`src/rtl/sram_ctrl.sv`:
```
// -----------------------------------------------------------------------------
// sram_ctrl
//   Bridges a 32-bit single-word request port into accesses on an external
//   asynchronous 16-bit SRAM. Each word is split into two halfword accesses,
//   low half first. Each half is an ADDR / STB / REC sequence, and the strobe
//   is held for WAIT_STATES cycles.
//
// Handshake: the master raises sval with saddr/sdtw/srw and holds it until it
//   sees srdy. The request is captured on the first rising edge where the FSM
//   is IDLE and sval=1. srdy is a one-cycle pulse in DONE. Inputs are ignored
//   from the capture edge until the FSM is back in IDLE.
//
// Ports:
//   clk, reset (async, active-low)
//   sval/srdy/saddr/sdtw/sdtr/srw  - request side (byte address, 32-bit data)
//   sram_addr                      - external halfword address
//   sram_dq_o/sram_dq_i/sram_dq_oe - data pad out / in / output enable
//   sram_ce_n/sram_oe_n/sram_we_n  - active-low SRAM strobes
//   dbg_state                      - current FSM state encoding (debug only)
//
// Parameters:
//   WAIT_STATES - strobe width in cycles; legal range 1..15
//   ADDR_WIDTH  - width of sram_addr
// -----------------------------------------------------------------------------
module sram_ctrl #(
   parameter int WAIT_STATES = 1,
   parameter int ADDR_WIDTH  = 17
) (
   input  logic                  clk,
   input  logic                  reset,
   input  logic                  sval,
   output logic                  srdy,
   input  logic [31:0]           saddr,
   input  logic [31:0]           sdtw,
   output logic [31:0]           sdtr,
   input  logic                  srw,
   output logic [ADDR_WIDTH-1:0] sram_addr,
   output logic [15:0]           sram_dq_o,
   input  logic [15:0]           sram_dq_i,
   output logic                  sram_dq_oe,
   output logic                  sram_ce_n,
   output logic                  sram_oe_n,
   output logic                  sram_we_n,
   output logic [2:0]            dbg_state
);

   // The encoding is visible on dbg_state, so keep these values stable.
   typedef enum logic [2:0] {
      IDLE    = 3'd0,
      LO_ADDR = 3'd1,
      LO_STB  = 3'd2,
      LO_REC  = 3'd3,
      HI_ADDR = 3'd4,
      HI_STB  = 3'd5,
      HI_REC  = 3'd6,
      DONE    = 3'd7
   } state_t;

   state_t                state;
   logic [3:0]            cnt;
   logic [ADDR_WIDTH-2:0] a_q;    // word address, saddr[ADDR_WIDTH:2]
   logic [31:0]           d_q;
   logic                  w_q;
   logic [15:0]           lo_q;
   logic [15:0]           hi_q;

   assign dbg_state = state;

   // saddr[1:0] and the bits above ADDR_WIDTH take no part in the access.
   logic unused_saddr;
   assign unused_saddr = ^saddr;

   // Every output is updated on the edge that enters the state that owns it,
   // so the SRAM pins come straight from flops.
   always_ff @(posedge clk or negedge reset) begin
      if (!reset) begin
         state      <= IDLE;
         cnt        <= '0;
         a_q        <= '0;
         d_q        <= '0;
         w_q        <= 1'b0;
         lo_q       <= '0;
         hi_q       <= '0;
         srdy       <= 1'b0;
         sdtr       <= '0;
         sram_addr  <= '0;
         sram_dq_o  <= '0;
         sram_dq_oe <= 1'b0;
         sram_ce_n  <= 1'b1;
         sram_oe_n  <= 1'b1;
         sram_we_n  <= 1'b1;
      end else begin
         srdy <= 1'b0;
         case (state)
            IDLE: begin
               if (sval) begin
                  a_q       <= saddr[ADDR_WIDTH:2];
                  d_q       <= sdtw;
                  w_q       <= srw;
                  sram_addr <= {saddr[ADDR_WIDTH:2], 1'b0};
                  sram_ce_n <= 1'b0;
                  if (srw) begin
                     sram_dq_oe <= 1'b1;
                     sram_dq_o  <= sdtw[15:0];
                  end
                  state <= LO_ADDR;
               end
            end
            LO_ADDR, HI_ADDR: begin
               cnt <= 4'(WAIT_STATES - 1);
               if (w_q) sram_we_n <= 1'b0;
               else     sram_oe_n <= 1'b0;
               state <= (state == LO_ADDR) ? LO_STB : HI_STB;
            end
            LO_STB, HI_STB: begin
               if (cnt == 4'd0) begin
                  // Last strobe cycle: release the strobes and capture read data.
                  sram_we_n <= 1'b1;
                  sram_oe_n <= 1'b1;
                  if (!w_q) begin
                     if (state == LO_STB) lo_q <= sram_dq_i;
                     else                 hi_q <= sram_dq_i;
                  end
                  state <= (state == LO_STB) ? LO_REC : HI_REC;
               end else begin
                  cnt <= cnt - 4'd1;
               end
            end
            LO_REC: begin
               // Address and data were held through REC for hold after WE rise.
               sram_addr <= {a_q, 1'b1};
               if (w_q) sram_dq_o <= d_q[31:16];
               state <= HI_ADDR;
            end
            HI_REC: begin
               srdy       <= 1'b1;
               sram_ce_n  <= 1'b1;
               sram_dq_oe <= 1'b0;
               if (!w_q) sdtr <= {hi_q, lo_q};
               state <= DONE;
            end
            default: begin
               state <= IDLE;
            end
         endcase
      end
   end

endmodule
```
`config.mk`:
```
export PLATFORM = sky130hd
export DESIGN_NAME = sram_ctrl
export DESIGN_NICKNAME = d
export VERILOG_FILES = /design/src/rtl/sram_ctrl.sv
export SDC_FILE = /design/constraint.sdc
export NUM_CORES = 1
export LEC_CHECK = 0
export ABC_AREA = 1
export CELL_PAD_IN_SITES_DETAIL_PLACEMENT = 1
export CELL_PAD_IN_SITES_GLOBAL_PLACEMENT = 1
export CORE_UTILIZATION = 36
export DETAILED_ROUTE_END_ITERATION = 8
export GPL_TIMING_DRIVEN = 0
export PLACE_DENSITY_LB_ADDON = 0.1
export SLEW_MARGIN = 10
export SYNTH_ARGS = -nofsm -noshare
export SYNTH_HDL_FRONTEND = slang
export SYNTH_SLANG_ARGS = --single-unit
```
`constraint.sdc`:
```
create_clock -name clk -period 1.7 [get_ports clk]
set_input_delay 0.34 -clock clk [delete_from_list [all_inputs] [get_ports clk]]
set_output_delay 0.34 -clock clk [all_outputs]
set_load 0.005 [all_outputs]
```
==> flow_metrics.py <==
metrics = {
    "power": {
        "power_density_mw_per_mm2": 1920,
        "p_leak_uw": 0.00420,
        "seq_power_share_pct": 36.6,
        "switching_share_pct": 34.9,
        "internal_power_uw": 10400,
        "irDropWorstVdd_mv": 0.808,
        "combPwrFrac_pct": 37.9,
        "netSwitchingPower_uw": 5600,
        "pwr-share-clk_pct": 25.4,
    },
    "worst_setup_path": {
        "crit_path_end_kind": "output port",
        "crit_buf_inv": 1,
        "worstPathMaxFanout": 2,
        "crit_required_ns": 1.36,
        "crit_path_start_kind": "register",
        "path_cells": "clkdlybuf4s50_1",
        "cpPeakStageDelay_ns": 0.52,
        "crit_arrival_ns": 1.32,
        "critPathTopFamily": "buffers and inverters",
        "cpMaxStageDelayCell": "clkdlybuf4s50_1",
        "crit_type": "register to output port",
    },
    "drt": {
        "wl_um": 16800,
        "via_count": 5066,
        "drt_iter0_drc": 228,
        "remaining_drc_errors": 0,
        "ant_nets": 0,
        "wire_per_inst_um": 15.8,
        "routed_via_density": 4.75,
        "dr.pass1.iters": 4,
    },
    "synth": {
        "netlist_area_mm2": 0.00582,
        "synth_nets": 751,
        "ys_seq_area_share_pct": 61.1,
        "ys_ff_latch": 142,
        "synth-warning-count": 0,
        "avgSynthCellArea_um2": 8.75,
        "ys_top_cells_by_area": "dfrtp_1 60%, nand2_1 21%, nand3_1 4.6%, o21ai_0 3.8%, inv_1 1.8%",
        "synth_cell_types": 24,
        "synth_area_leader_cell": "dfrtp_1",
        "synth_top_area_share_pct": 59.7,
        "synth_cells": 665,
    },
    "sta": {
        "clock-skew-final_ns": 0.00801,
        "drv_slew": 0,
        "slew_headroom_pct": 65.0,
        "timing.fmax_mhz": 602,
        "setup_viol_count_final": 0,
        "finalCriticalPeriod_ns": 1.66,
        "tightest_slew_ns": 0.521,
        "whs_ns": 0.410,
        "hold_viol_final": 0,
        "period_share_pct": 97.8,
    },
    "outcome": {
        "status": "completed",
    },
    "clock_tree": {
        "clkTransAtPathRegs_ns": 0.06,
        "htreeDepth": 4,
        "tritoncts.num_buffers": 17,
        "clock_tree.root_cell": "clkbuf_16",
        "cts_buffer_depth": 2,
        "clock_latency_ns": 0.42,
        "cts_tree": "done",
        "numClockSinks": 142,
    },
    "final_layout": {
        "n_antenna_cell": 0,
        "fillCellCount": 1820,
        "synthToLayoutAreaGrowth_pct": 43.7,
        "layout.nets": 924,
        "drive_gt1_share_pct": 11.5,
        "final_cell_mix": "319 x nand2_1, 136 x dfrtp_1, 125 x clkdlybuf4s50_1, 53 x nand3_1, 40 x o21ai_0",
        "layout_commonest_cell": "nand2_1",
        "instances_no_fill": 1067,
    },
    "die": {
        "die_height_um": 129,
        "initial_utilization_pct": 36.8,
        "die_area_mm2": 0.0167,
        "io_pins": 157,
        "dieWidth_um": 129,
        "coreArea_mm2": 0.0158,
        "num_rows": 46,
    },
    "placement": {
        "port-buffer-count": 140,
        "place.gp.congestion": 0.803,
        "dp.cells": 1022,
        "dp_hpwl_um": 11700,
    },
    "flow_run": {
        "max_cap_violations": 0,
    },
    "global_route": {
        "grt_pass1_vias": 5542,
        "antenna_found_initial": 0,
        "grt_max_degree": 102,
        "grt_pass1_wl_um": 27300,
        "grt_overflow": 0,
        "track_usage_pct": 21.5,
    },
    "hold_path": {
        "hold_path_class": "input pin to async pin",
    },
}
synth_stat cells:
cell,n
nor2_1,10
nand2_2,5
buf_1,2
ha_1,2
buf_4,4
nand2_4,1
nor2_2,1
o21ai_0,44
nand3b_1,2
inv_2,4
o21ai_1,13
clkbuf_1,4
nand3_4,3
xnor2_1,1
clkinv_1,1
dfrtp_1,139
a21oi_1,3
dfstp_2,3
nand2_1,321
buf_6,1
inv_1,28
buf_2,17
nor2_4,3
nand3_1,53
what timing repair did:
action | 4_1_cts | 5_1_grt
endpoints found under the hold margin | 38 | 0
endpoints found under the setup margin | 52 | 101
setup buffers | 7 | 5
pin swaps | 0 | 4
gates resized for setup | 16 | 31
gates cloned | 0 | 0
hold buffers | 1 | 0
state kept, by name, indices dropped and copies added (netlist names), 4 cells and up:
signal     flops
cnt            4
hi_q          16
lo_q          16
sram_dq_o     16
sram_addr     17
d_q           16
a_q           16
sdtr          32
logic make-up (layout without fill, tap and decap cells):
| logic type | count (synthesis) | count (layout) | synth area share, % |
|---|---|---|---|
| AO/OA/AOI/OAI | 60 | 60 | 5.16 |
| adder cells (fa/ha/maj) | 2 | 2 | 0.430 |
| flip-flops | 142 | 142 | 61.1 |
| buffers and inverters | 61 | 247 | 4.68 |
| XOR/XNOR | 1 | 1 | 0.150 |
| AND/OR/NAND/NOR | 399 | 399 | 28.5 |
through the flow:
step / instance area, µm² / TNS, ns / setup WS (ns) / utilization (%) / total power, µW
2_1_floorplan: 5820 / 0 / 0.169 / - / 8750
3_5_place_dp: 7530 / -8.62 / -0.342 / 47.5 / 11800
6_report: 8370 / 0 / 0.0376 / 52.9 / 16000
4_1_cts: 8260 / 0 / 0.00294 / 52.2 / 16100
5_1_grt: 8370 / -0.00382 / -0.00270 / 52.9 / 17200
3_3_place_gp: 7490 / -777.54 / -5.48 / 47.3 / 11400
layer usage:
metal | up-vias | global-route usage (%) | share of wire [%]
li1 | 2423 | - | -
met1 | 2506 | 24.8 | 42
met2 | 118 | 38.4 | 51
met3 | 19 | 5.62 | 4.8
met4 | 0 | 7.47 | 1.4
met5 | - | 0 | 0
power by group through the flow:
stage | Sequential [µW] | Combinational (µW) | Clock, µW
final | 5870 | 6080 | 4080
after global routing | 6050 | 6860 | 4300
after CTS | 5890 | 6080 | 4150
after detailed placement | 5960 | 5800 | 0
after global placement | 5890 | 5540 | 0
after floorplan | 5830 | 2920 | 0
path summary, 6_finish.rpt:
kind                                                from                  endpoint  slack [ns]  cells after the start
worst max-delay path                 sdtr[0]$_DFFE_PN0P_                   sdtr[0]        0.04                      1
worst min-delay path                               reset  sram_dq_o[6]$_DFFE_PN0P_        0.41                      2
worst max register to register  dbg_state[0]$_DFFE_PN0P_       d_q[24]$_DFFE_PN0P_        0.09                      7
worst min register to register  sram_addr[0]$_DFFE_PN0P_  sram_addr[0]$_DFFE_PN0P_        0.46                      2
max in group asynchronous                          reset       hi_q[9]$_DFFE_PN0P_        0.48                      3
min in group clk                sram_addr[0]$_DFFE_PN0P_  sram_addr[0]$_DFFE_PN0P_        0.46                      2
cell type report:
class                      instances  area, µm²  area share, %
sequential                       142       3560           42.6
multi-input combinational        462       2030           24.2
timing repair buffer             154       1550           18.5
clock buffer                      20        467           5.58
tap                              216        270           3.23
clock inverter                    12        184           2.20
buffer                            28        181           2.17
inverter                          33        124           1.48
(Power assumes the default switching activity.)
